### src/rtl/tpu_seq_ctrl.sv
// tpu_seq_ctrl: run sequencer for the 8x8 systolic TPU (feed, drain, diagonal write-back per batch).
// Define TPU_CYCLE_CNT_EN to add the saturating 16-bit cycle_cnt run-length output.
module tpu_seq_ctrl #(
    parameter int ARRAY_SIZE = 8,
    parameter int NUM_BATCH  = 3,
    parameter int SKEW       = 3,
    parameter int DRAIN_CYC  = 16
) (
    input  logic        clk,
    input  logic        srstn,
    input  logic        tpu_start,
    output logic [9:0]  sram_raddr_w0,
    output logic [9:0]  sram_raddr_w1,
    output logic [9:0]  sram_raddr_d0,
    output logic [9:0]  sram_raddr_d1,
    output logic        array_en,
    output logic        array_clear,
    output logic [3:0]  diag_sel,
    output logic        sram_write_enable_a0,
    output logic        sram_write_enable_b0,
    output logic        sram_write_enable_c0,
    output logic [5:0]  sram_waddr_a,
    output logic [5:0]  sram_waddr_b,
    output logic [5:0]  sram_waddr_c,
`ifdef TPU_CYCLE_CNT_EN
    output logic        tpu_done,
    output logic [15:0] cycle_cnt
`else
    output logic        tpu_done
`endif
);
    localparam int FEED_LEN  = ARRAY_SIZE + SKEW;
    localparam int WRITE_LEN = 2 * ARRAY_SIZE - 1;

    typedef enum logic [2:0] {IDLE, FEED, DRAIN, WRITE, DONE} state_t;

    state_t      state_q, state_d;
    logic [5:0]  cnt_q, cnt_d;
    logic [1:0]  batch_q, batch_d;
    logic        feed_d1_q, feed_d1_d;
    logic        in_feed, in_drain, in_write, busy, start_acc;
    logic [9:0]  base, raddr;

    always_ff @(posedge clk or negedge srstn) begin
        if (!srstn) begin
            state_q   <= IDLE;
            cnt_q     <= '0;
            batch_q   <= '0;
            feed_d1_q <= 1'b0;
        end else begin
            state_q   <= state_d;
            cnt_q     <= cnt_d;
            batch_q   <= batch_d;
            feed_d1_q <= feed_d1_d;
        end
    end

    assign in_feed   = (state_q == FEED);
    assign in_drain  = (state_q == DRAIN);
    assign in_write  = (state_q == WRITE);
    assign busy      = in_feed || in_drain || in_write;
    assign start_acc = tpu_start && (state_q == IDLE || state_q == DONE);

    always_comb begin
        state_d   = state_q;
        cnt_d     = cnt_q;
        batch_d   = batch_q;
        feed_d1_d = in_feed;
        case (state_q)
            IDLE, DONE: begin
                if (tpu_start) begin
                    state_d = FEED;
                    cnt_d   = '0;
                    batch_d = '0;
                end
            end
            FEED: begin
                cnt_d = cnt_q + 6'd1;
                if (cnt_q == 6'(FEED_LEN - 1)) begin
                    state_d = DRAIN;
                    cnt_d   = '0;
                end
            end
            DRAIN: begin
                cnt_d = cnt_q + 6'd1;
                if (cnt_q == 6'(DRAIN_CYC - 1)) begin
                    state_d = WRITE;
                    cnt_d   = '0;
                end
            end
            WRITE: begin
                cnt_d = cnt_q + 6'd1;
                if (cnt_q == 6'(WRITE_LEN - 1)) begin
                    cnt_d   = '0;
                    state_d = (batch_q == 2'(NUM_BATCH - 1)) ? DONE : FEED;
                    batch_d = (batch_q == 2'(NUM_BATCH - 1)) ? batch_q : batch_q + 2'd1;
                end
            end
            default: state_d = IDLE;
        endcase
    end

    // DRAIN keeps presenting the final feed address so the SRAM outputs stay stable
    always_comb begin
        base                 = 10'(batch_q) * 10'(ARRAY_SIZE);
        raddr                = in_feed ? base + 10'(cnt_q) : in_drain ? base + 10'(FEED_LEN - 1) : 10'd0;
        sram_raddr_w0        = raddr;
        sram_raddr_w1        = raddr;
        sram_raddr_d0        = raddr;
        sram_raddr_d1        = raddr;
        array_en             = feed_d1_q;
        array_clear          = in_feed && (cnt_q == 6'd0);
        diag_sel             = in_write ? cnt_q[3:0] : 4'd0;
        sram_write_enable_a0 = !(in_write && batch_q == 2'd0);
        sram_write_enable_b0 = !(in_write && batch_q == 2'd1);
        sram_write_enable_c0 = !(in_write && batch_q == 2'd2);
        sram_waddr_a         = (in_write && batch_q == 2'd0) ? cnt_q : 6'd0;
        sram_waddr_b         = (in_write && batch_q == 2'd1) ? cnt_q : 6'd0;
        sram_waddr_c         = (in_write && batch_q == 2'd2) ? cnt_q : 6'd0;
        tpu_done             = (state_q == DONE);
    end

`ifdef TPU_CYCLE_CNT_EN
    logic [15:0] cycle_cnt_q, cycle_cnt_d;

    always_comb begin
        cycle_cnt_d = start_acc ? 16'd0 : (busy && cycle_cnt_q != 16'hFFFF) ? cycle_cnt_q + 16'd1 : cycle_cnt_q;
    end

    always_ff @(posedge clk or negedge srstn) begin
        if (!srstn) cycle_cnt_q <= '0;
        else        cycle_cnt_q <= cycle_cnt_d;
    end

    assign cycle_cnt = cycle_cnt_q;
`else
    logic unused_ok;
    assign unused_ok = &{1'b0, busy, start_acc};
`endif
endmodule

### config.mk
export PLATFORM = sky130hd
export DESIGN_NAME = tpu_seq_ctrl
export DESIGN_NICKNAME = d
export VERILOG_FILES = /design/src/rtl/tpu_seq_ctrl.sv
export SDC_FILE = /design/constraint.sdc
export NUM_CORES = 1
export LEC_CHECK = 0
export CAP_MARGIN = 20
export CELL_PAD_IN_SITES_DETAIL_PLACEMENT = 1
export CELL_PAD_IN_SITES_GLOBAL_PLACEMENT = 1
export CORE_MARGIN = 5
export CORE_UTILIZATION = 30
export DETAILED_ROUTE_END_ITERATION = 10
export GPL_ROUTABILITY_DRIVEN = 1
export PLACE_DENSITY_LB_ADDON = 0.05
export SLEW_MARGIN = 5
export SYNTH_ARGS = -nofsm -noshare
export SYNTH_HDL_FRONTEND = slang
export SYNTH_SLANG_ARGS = --single-unit
### constraint.sdc
create_clock -name clk -period 6 [get_ports clk]
set_input_delay 1.2 -clock clk [delete_from_list [all_inputs] [get_ports clk]]
set_output_delay 1.2 -clock clk [all_outputs]
set_load 0.01 [all_outputs]
# --- After elaboration in Yosys (flattened, before gate mapping) ---
# Cells that the tools add are included.
# Widths: inputs -> output; s select.
totals:
  ff_bits: 12
  output_inout_bits: 68
classes:
  add_sub_neg: 4
  muxes: 21
  n_reduce_logical: 16
  eq_ne: 14
op_table:
  columns: ["cell", "count"]
  rows:
  - ["$mux 6", 8]
  - ["$pmux 6 s4", 1]
  - ["$eq 6x4->1 const B", 3]
  - ["$mux 3", 5]
  - ["$pmux 3 s4", 1]
  - ["$reduce_and 4->1", 2]
  - ["$add 5x6->7", 1]
  - ["$mux 7", 1]
  - ["$add 5x4->6 const B", 1]
  - ["$add 6x1->6 const B", 1]
  - ["$eq 3x2->1 const B", 2]
  - ["$logic_not 6->1", 1]
  - ["$mux 2", 3]
  - ["$ne 2x1->1 const B", 3]
  - ["$logic_and 1x1->1", 4]
  - ["$mux 4", 1]
  - ["$ne 2x2->1 const B", 2]
  - ["$pmux 2 s2", 1]
  - ["$reduce_bool 4->1", 1]
  - ["$eq 3x1->1 const B", 1]
  - ["$eq 3x3->1 const B", 1]
  - ["$logic_not 1->1", 3]
  - ["$logic_not 3->1", 1]
  - ["$add 2x1->2 const B", 1]
  - ["6 further kinds", 6]

# --- Logic depth before layout (Yosys ltp) ---
# Gate-level depths: netlist of the first run.
logic_depth:
  ltp_word: 4
  ltp_mapped: 6
  ltp_nobuf: 6

# --- Least setup slack after synthesis of the first run ---
# No wires, ideal clock.
synth_timing:
  path_kind: "reg-to-output"
  start: "register cnt_q[4]"
  end: "output port sram_raddr_d1[6]"
  arrival_time_ns: 1.744
  t_required_ns: 4.800
  n_path_buf: 1
  slack_ns: 3.056
  stages_incl_launch_ff: 5
  cell_sequence: "dfrtp_1 ha_1 a21oi_1 nor4b_1 buf_4"
synth_via:
  elab_chain_cells: 2
synth_rtl:
  columns: ["element", "line_no", "text"]
  rows:
  - ["start, declared", "38", "logic [5:0] cnt_q, cnt_d;"]
  - ["start signal, assigned", "52", "cnt_q <= cnt_d;"]
  - ["$add 5x6->7", "106", "raddr = in_feed ? base + 10'(cnt_q) : in_drain ? base + 10'(FEED_LEN - 1) : 10'd0;"]
  - ["$mux 7", "106", null]
  - ["end, declared", "15", "output logic [9:0] sram_raddr_d1,"]
# Every way passes these cells.

# --- Worst setup path in the final report of the first run ---
layout_timing:
  start: "register cnt_q[4]"
  end: "output port sram_raddr_w0[6]"
layout_via:
  elab_chain_cells: 2
layout_rtl:
  columns: ["element", "line_no", "text"]
  rows:
  - ["$add 5x6->7", "106", null]
  - ["$mux 7", "106", null]
  - ["end, declared", "12", "output logic [9:0] sram_raddr_w0,"]
# Every way passes these cells.

==> flow_summary.toml, run 1 <==
[setup_path]
worst_setup_path_start_kind = "flop"
worstPathCellList = "ha_1 > a21oi_1 > nor4b_1 > clkdlybuf4s50_1"
worst-path-stages = 4
worst_ep_required_time_ns = 4.80
r2r_cells = 4
cpMaxStageDelayCell = "clkdlybuf4s50_1"
end_kind = "output pin"
cp_max_fo = 11
critical_path.top_delay_family = "buffers and inverters"
rrSetupSlack_ns = 3.98
slowest_delay_ns = 0.66
worstPathArrival_ns = 2.47
worstSetupPathType = "flop to output pin"
cp_num_buf_inv = 1

[yosys]
yosys.cell_types.count = 44
synth-seq-cells = 12
yosysWarnings = 0
synth.area.mux_share = 0.00743
synth_simple_gate_area_frac = 0.288
synth_compound_area_frac = 0.134
synth_top_family_by_area = "simple AND/OR/NAND/NOR gates"
syn-cell-area_mm2 = 0.00135
synth_cells = 167
avgSynthCellArea_um2 = 8.07
synth_xor_xnor_area_share = 0.0130
synth_fa_ha_area_frac = 0.0984
yosysSeqAreaShare = 0.223

[pwr]
p_total_w = 0.000901
peakVddDrop_mv = 0.170
p_per_area_mw_per_mm2 = 502
p_leak_nw = 0.810

[grt]
grt_max_degree = 29
grt-ovfl-total = 0
grt_pass1_vias = 1279
antenna_found_initial = 0
grtUsageTotal = 0.149
grt_pass1_wl_mm = 7.12

[final_layout]
fillers = 533
layout.nets = 211
antenna_cells = 0
fin_area_mm2 = 0.00180
layout.area.seq_um2 = 300
postLayoutCoreUtil = 0.413
multi_input_area_um2 = 773
area_growth_pct = 33.3
drive_above_1_share = 0.0508

[clocking]
insertion_delay_ns = 0.25
cts_num_sinks = 12
cts_setup_buffers = 0
cts-resized-gates = 0
cts_tree = "yes"
cts.clk_slew.worst_paths_ns = 0.06
clock_path_buffers = 2
cts_hold_buf = 0
root_buffer = "clkbuf_8"
h-tree-depth = 1
cts_buffers = 3

[sta]
fin_crit_ns = 3.67
final-setup-viol-count = 0
max_freq_mhz = 272
slew_headroom = 0.479
setup_tns_ns = 0
rsz0062_at_grt = "false"
fin_skew_ns = 0.00542
holdWs_ns = 0.604
period_share = 0.612
tightest_slew_ns = 0.782
hold_viol = 0
maxSlewViolCount = 0

[detailed_routing]
first_pass_iters = 4
vias = 1246
first_iter_violations = 102
drc = 0
ant_nets = 0
wl_mm = 4.24
wl_per_cell_um = 17.0
vias_per_cell = 5.00

[placement]
gp_congestion = 0.814
dp_hpwl_mm = 3.19
postPlaceCellArea_mm2 = 0.00174
port_buffers = 58

[floorplan]
die_y_um = 77.0
die_width_um = 77.0
num_rows = 24
ios = 71
initial_utilization = 0.309
dieArea_mm2 = 0.00593
core_mm2 = 0.00435

[job]
max-cap-violations = 0

[min_path]
min_path_cells = 1
hold_path.class = "flop to flop"

[status]
status = "finished, final reports clean"
[metrics by stage]
step / setup slack, ns / cells
finish: 2.33 / 249
global route: 2.06 / 249
detailed placement: 2.57 / 245
CTS: 2.27 / 249
floorplan: 3.06 / 178
global placement: 2.64 / 245
[path summary, 6_finish.rpt]
path                                  from                to
worst max-delay path              cnt_q[4]  sram_raddr_w0[6]
worst min-delay path            batch_q[0]        batch_q[0]
worst max register to register  state_q[1]        batch_q[1]
worst min register to register  batch_q[0]        batch_q[0]
max in group asynchronous            srstn          cnt_q[5]
min in group asynchronous            srstn          cnt_q[4]
[logic make-up (layout without fill, tap and decap cells)]
logic type | count (synthesis) | count (layout)
AO/OA/AOI/OAI | 25 | 25
adder cells (fa/ha/maj) | 10 | 10
flip-flops | 12 | 12
AND/OR/NAND/NOR | 67 | 67
buffers and inverters | 49 | 68
XOR/XNOR | 2 | 2
other | 1 | 12
multiplexers | 1 | 1
[synthesized netlist by cell type, drive strengths merged]
cell | instances | share of area
a21bo | 1 | 0.0074
a21o | 1 | 0.0056
a21oi | 6 | 0.022
a22o | 2 | 0.013
a22oi | 3 | 0.017
a311oi | 1 | 0.0065
a31oi | 1 | 0.0046
and2 | 6 | 0.030
and3 | 19 | 0.088
and3b | 1 | 0.0065
and4bb | 1 | 0.0093
buf | 34 | 0.19
clkbuf | 9 | 0.025
conb | 1 | 0.0028
dfrtp | 12 | 0.22
fa | 1 | 0.015
ha | 9 | 0.084
inv | 6 | 0.017
mux2i | 1 | 0.0074
nand2 | 12 | 0.033
nand2b | 4 | 0.019
nand3 | 4 | 0.015
nand4b | 1 | 0.0065
nor2 | 8 | 0.022
nor2b | 2 | 0.0093
nor3 | 2 | 0.0074
nor4 | 1 | 0.0046
nor4b | 1 | 0.0065
o2111a | 1 | 0.0084
o211ai | 2 | 0.015
o21ai | 3 | 0.011
o21bai | 1 | 0.0056
o221ai | 1 | 0.0065
o22ai | 1 | 0.0046
o2bb2ai | 1 | 0.0065
or2 | 1 | 0.0046
or3 | 2 | 0.0093
or3b | 1 | 0.0084
or4 | 1 | 0.0084
xnor2 | 1 | 0.0065
xor2 | 1 | 0.0065
[layout make-up]
| type | instances | share of cell area |
|---|---|---|
| sequential | 12 | 0.167 |
| tap | 52 | 0.0362 |
| inverter | 6 | 0.0125 |
| clock buffer | 4 | 0.0306 |
| timing repair buffer | 58 | 0.323 |
| multi-input combinational | 117 | 0.430 |
[layout by cell type (no fill, tap or decap), types with 2 or more instances in the layout]
cell and instances:
o21ai_0 3, nand2_1 12, a22oi_1 3, nor3_1 2, nand2b_1 4, dfrtp_1 12, nand3_1 4, clkbuf_8 4
a22o_1 2, nor2b_1 2, clkdlybuf4s50_1 58, ha_1 9, a21oi_1 6, conb_1 12, and3_1 19, and2_1 5
or3_1 2, inv_1 6, nor2_1 8
[sequential cells by signal, summed over array words and instances (netlist names)]
| register | flops |
|---|---|
| array_en | 1 |
| cnt_q | 6 |
| state_q | 3 |
| batch_q | 2 |
[metal layers]
metal | up-vias | track usage | wire (um)
met3 | 6 | 0.0457 | 318
met5 | - | 0 | 0
met2 | 53 | 0.232 | 2010
li1 | 587 | - | -
met1 | 600 | 0.189 | 1840
met4 | 0 | 0.0670 | 78
[power breakdown]
group          leakage [nW]  switching, W  internal [W]
Combinational         0.629      0.000290      0.000313
Sequential            0.153     0.0000919      0.000113
Clock                0.0288     0.0000356     0.0000583
No activity file was read; power rests on OpenSTA's default activity.
==> run 2, diff against run 1 <==
--- a/config.mk
+++ b/config.mk
@@ -9,7 +9,7 @@
 export CELL_PAD_IN_SITES_DETAIL_PLACEMENT = 1
 export CELL_PAD_IN_SITES_GLOBAL_PLACEMENT = 1
 export CORE_MARGIN = 5
-export CORE_UTILIZATION = 30
+export CORE_UTILIZATION = 27
 export DETAILED_ROUTE_END_ITERATION = 10
 export GPL_ROUTABILITY_DRIVEN = 1
 export PLACE_DENSITY_LB_ADDON = 0.05
==> constraint.sdc (replaced) <==
create_clock -name clk -period 3.4 [get_ports clk]
set_input_delay 0.68 -clock clk [delete_from_list [all_inputs] [get_ports clk]]
set_output_delay 0.68 -clock clk [all_outputs]
set_load 0.01 [all_outputs]
==> run 2 against run 1 <==
Clock skew shrank 0.0041 ns. Worst setup slack got worse by 2.1 ns. Wire length decreased by 5.3%. Global-route usage decreased by 2.7 points. Sequential cell count unchanged. Cell area up 1.9%. Sequential power increased by 65%. Critical path depth grew 2. Non-clock buffer count rose by 2. Largest power group unchanged.
==> flow_summary.toml, run 2 (same netlist as run 1, synthesis figures left out) <==
[status]
status = "finished, final reports clean"

[detailed_routing]
vias = 1223
first_pass_iters = 4
drc = 0
wl_per_cell_um = 15.1
ant_nets = 0
wl_mm = 4.02
vias_per_cell = 4.60
first_iter_violations = 33

[grt]
antenna_found_initial = 0
grt_max_degree = 27
grt-ovfl-total = 0
grtUsageTotal = 0.122
grt_pass1_wl_mm = 6.13
grt_pass1_vias = 1220

[floorplan]
core_mm2 = 0.00479
ios = 71
initial_utilization = 0.282
num_rows = 25
dieArea_mm2 = 0.00650
die_width_um = 80.6
die_y_um = 80.6

[placement]
post-place-ws_ns = 0.519
dp_hpwl_mm = 3.21
gp_congestion = 0.805
port_buffers = 58

[sta]
setup_tns_ns = 0
fin_crit_ns = 3.14
max_freq_mhz = 319
tightest_slew_ns = 0.684
slew_headroom = 0.544
final-setup-viol-count = 0
rsz0062_at_grt = "false"
hold_viol = 0
setup_slack_ns = 0.263
maxSlewViolCount = 0
fin_skew_ns = 0.00129
period_share = 0.923

[final_layout]
layout.nets = 213
top_register = "cnt_q"
drive_above_1_share = 0.0603
final_common_cell = "clkdlybuf4s50_1"
mostFrequentLayoutCells = "clkdlybuf4s50_1 (58), and3_1 (19), nand2_1 (12), conb_1 (12), dfrtp_1 (12)"
reg_top3 = "cnt_q x6, state_q x3, batch_q x2"
area_growth_pct = 35.8
largest_register_ffs = 6
antenna_cells = 0

[setup_path]
crit_start = "cnt_q[3]"
end_kind = "output pin"
worstSetupPathType = "flop to output pin"
worst_ep_required_time_ns = 2.72
cp_max_fo = 12
rr_startpoint = "state_q[0]"
worst_setup_path_start_kind = "flop"
worstPathArrival_ns = 2.46

[pwr]
swShare = 0.455
p_sw_w = 0.000725
cell_internal_pwr_w = 0.000870
p_per_area_mw_per_mm2 = 871
seq_power_share = 0.212
comb_power_share = 0.685
peakVddDrop_mv = 0.267
p_leak_nw = 0.820
clkPwrFrac = 0.102

[job]
max-cap-violations = 0

[clocking]
cts_setup_buffers = 0
cts_num_sinks = 12
h-tree-depth = 1
cts_tree = "yes"
clock_path_buffers = 2
cts-resized-gates = 0
root_buffer = "clkbuf_8"
cts_buffers = 3
insertion_delay_ns = 0.25
cts.clk_slew.worst_paths_ns = 0.06
cts_hold_buf = 0

[min_path]
min-delay-start = "state_q[2]"
hold_path.class = "flop to flop"
run 2: changes by cell type in the layout (fill, tap and decap cells not counted):
| cell | change |
|---|---|
| buf_4 | +2 |
run 2: path summary, 6_finish.rpt:
| check | to | slack (ns) | cells after the start |
|---|---|---|---|
| setup / recovery | sram_raddr_w0[5] | 0.26 | 6 |
| hold reg to reg | state_q[1] | 0.62 | 1 |
| hold / removal | state_q[1] | 0.62 | 1 |
| setup reg to reg | batch_q[1] | 1.43 | 5 |
| min in group asynchronous | state_q[0] | 0.81 | 1 |
| max in group asynchronous | cnt_q[2] | 2.20 | 1 |
run 2: worst max-delay path, stage by stage (launching register included):
cell and delay (ns):
dfrtp_1 0.49, ha_1 0.28, fa_1 0.38, xor2_1 0.17
a22oi_1 0.08, nor2_1 0.21, clkdlybuf4s50_1 0.59
run 2: routing by layer:
layer	GRT usage	routed length, um
met5	0	0
met3	0.0112	243
met2	0.214	1980
met4	0.0557	62
met1	0.150	1730
run 2: power groups by stage:
stage	sequential (W)	clock (W)	combinational, W
2_1_floorplan	0.000265	0	0.000757
3_3_place_gp	0.000340	0	0.00110
3_5_place_dp	0.000345	0	0.00111
4_1_cts	0.000342	0.000167	0.00111
5_1_grt	0.000357	0.000173	0.00119
6_report	0.000339	0.000163	0.00109
run 2: final cells by class:
class,count,area [um^2]
repair buffers,60,596
multi-input cells,117,773
flip-flops and latches,12,300
clock buffers,4,55.1
well taps,67,83.8
fillers,578,2960
inverters,6,22.5
run 2: stage by stage:
stage	instance area, um^2	cells	utilization	total power, W	hold WS (ns)
2_1_floorplan	1390	178	-	0.00102	0.384
4_1_cts	1830	266	0.382	0.00162	0.631
3_5_place_dp	1780	262	0.371	0.00146	0.623
6_report	1830	266	0.382	0.00159	0.624
3_3_place_gp	1780	262	0.371	0.00144	0.600
5_1_grt	1830	266	0.382	0.00172	0.662
==> run 3, diff against run 2 <==
--- a/config.mk
+++ b/config.mk
@@ -9,7 +9,7 @@
 export CELL_PAD_IN_SITES_DETAIL_PLACEMENT = 1
 export CELL_PAD_IN_SITES_GLOBAL_PLACEMENT = 1
 export CORE_MARGIN = 5
-export CORE_UTILIZATION = 27
+export CORE_UTILIZATION = 26
 export DETAILED_ROUTE_END_ITERATION = 10
 export GPL_ROUTABILITY_DRIVEN = 1
 export PLACE_DENSITY_LB_ADDON = 0.05
==> run 3 against run 2 <==
First-iteration DRC count rose by 36%. Wire length is 3.6% higher. Non-clock buffer count did not move. Critical path type unchanged.
==> flow_summary.toml, run 3 (same netlist as run 1, synthesis figures left out) <==
[pwr]
comb_power_share = 0.675
p_total_w = 0.00159
peakVddDrop_mv = 0.420
clkPwrFrac = 0.102
p_per_area_mw_per_mm2 = 869
p_leak_nw = 0.821
cell_internal_pwr_w = 0.000867
seq_power_share = 0.223
p_sw_w = 0.000728
swShare = 0.456

[clocking]
cts_hold_buf = 0
cts_num_sinks = 12
cts.clk_slew.worst_paths_ns = 0.06
insertion_delay_ns = 0.24
cts_buffers = 3
root_buffer = "clkbuf_8"
cts-resized-gates = 0
cts_tree = "yes"
h-tree-depth = 1
cts_setup_buffers = 0
clock_path_buffers = 2

[sta]
fin_skew_ns = 0.00227
fin_crit_ns = 3.15
max_freq_mhz = 318
slew_headroom = 0.514
tightest_slew_ns = 0.729
setup_tns_ns = 0
rsz0062_at_grt = "false"
period_share = 0.926
maxSlewViolCount = 0
final-setup-viol-count = 0
hold_viol = 0

[grt]
use_met3 = 0.0241
use_met2 = 0.236
grt_pass1_vias = 1240
antenna_found_initial = 0
grt_max_degree = 28
grt_pass1_wl_mm = 6.61
grtUsageTotal = 0.126
grt_util_met1 = 0.155
busiest_layer = "met2"
grt-ovfl-total = 0

[final_layout]
antenna_cells = 0
drive_above_1_share = 0.0603
finalNonFillerCells = 269
postLayoutCoreUtil = 0.361
layout.nets = 213
reg_top3 = "cnt_q x6, state_q x3, batch_q x2"
top_register = "cnt_q"
final_common_cell = "clkdlybuf4s50_1"
largest_register_ffs = 6
mostFrequentLayoutCells = "clkdlybuf4s50_1 (58), and3_1 (19), nand2_1 (12), conb_1 (12), dfrtp_1 (12)"
area_growth_pct = 36.1

[setup_path]
cp_num_buf_inv = 1
cpMaxStageDelayCell = "clkdlybuf4s50_1"
worstSetupPathType = "flop to output pin"
end_kind = "output pin"
worstPathCellList = "ha_1 > fa_1 > xor2_1 > a22oi_1 > nor2_1 > clkdlybuf4s50_1"
worst_setup_path_start_kind = "flop"
worstPathArrival_ns = 2.47
critical_path.top_delay_family = "adder cells"
cp_max_fo = 12
worst_ep_required_time_ns = 2.72
slowest_delay_ns = 0.59

[floorplan]
dieArea_mm2 = 0.00672
initial_utilization = 0.266
die_y_um = 82.0
core_mm2 = 0.00507
num_rows = 26
ios = 71
die_width_um = 82.0

[placement]
port_buffers = 58
dp_cells = 265
gp_congestion = 0.764
dp_hpwl_mm = 3.23

[min_path]
hold_path.class = "flop to flop"

[detailed_routing]
ant_nets = 0
wl_per_cell_um = 15.5
vias = 1211
wl_mm = 4.16
first_pass_iters = 4
vias_per_cell = 4.50
drc = 0
first_iter_violations = 45

[status]
status = "finished, final reports clean"

[job]
max-cap-violations = 0
==> run 3: cell counts in the layout (fill, tap and decap cells not counted) <==
No cell type changed its count.
==> run 3: worst reg2reg max path: cells and delay by family, from the launching register on <==
kind                   cells  cell delay, ns
buffers and inverters      1            0.23
muxes                      1            0.19
DFF                        1            0.58
and+or+nand+nor            3            0.96
==> run 3: cell type report <==
class | instances | area (um^2)
well taps | 70 | 87.6
multi-input cells | 117 | 773
flip-flops and latches | 12 | 300
inverters | 6 | 22.5
repair buffers | 60 | 596
clock buffers | 4 | 55.1
fillers | 638 | 3240
==> run 3: worst paths after layout <==
check | start | endpoint | slack [ns] | cells after the start
setup / recovery | cnt_q[3] | sram_raddr_w0[5] | 0.25 | 6
setup reg to reg | state_q[1] | batch_q[1] | 1.36 | 5
hold reg to reg | batch_q[0] | batch_q[0] | 0.61 | 1
max in group asynchronous | srstn | batch_q[1] | 2.18 | 1
min in group asynchronous | srstn | cnt_q[1] | 0.82 | 1
hold / removal | batch_q[0] | batch_q[0] | 0.61 | 1
==> run 3: routing by layer <==
layer | share of wire | routed length [um]
met3 | 0.041 | 171
met4 | 0 | 0
met2 | 0.56 | 2330
met1 | 0.40 | 1660
met5 | 0 | 0
==> run 3: power by group through the flow <==
stage	logic (W)	clock network, W	registers, W
after floorplan	0.000757	0	0.000265
after global placement	0.00109	0	0.000352
after detailed placement	0.00109	0	0.000356
after CTS	0.00110	0.000167	0.000353
after global routing	0.00119	0.000172	0.000374
final	0.00108	0.000162	0.000356
==> run 3: through the flow <==
step | setup slack, ns | hold slack (ns) | area [um^2]
after floorplan | 0.976 | 0.384 | 1390
after global placement | 0.563 | 0.591 | 1780
after detailed placement | 0.491 | 0.601 | 1780
after CTS | 0.223 | 0.611 | 1830
after global routing | 0.0467 | 0.649 | 1830
final | 0.253 | 0.610 | 1830
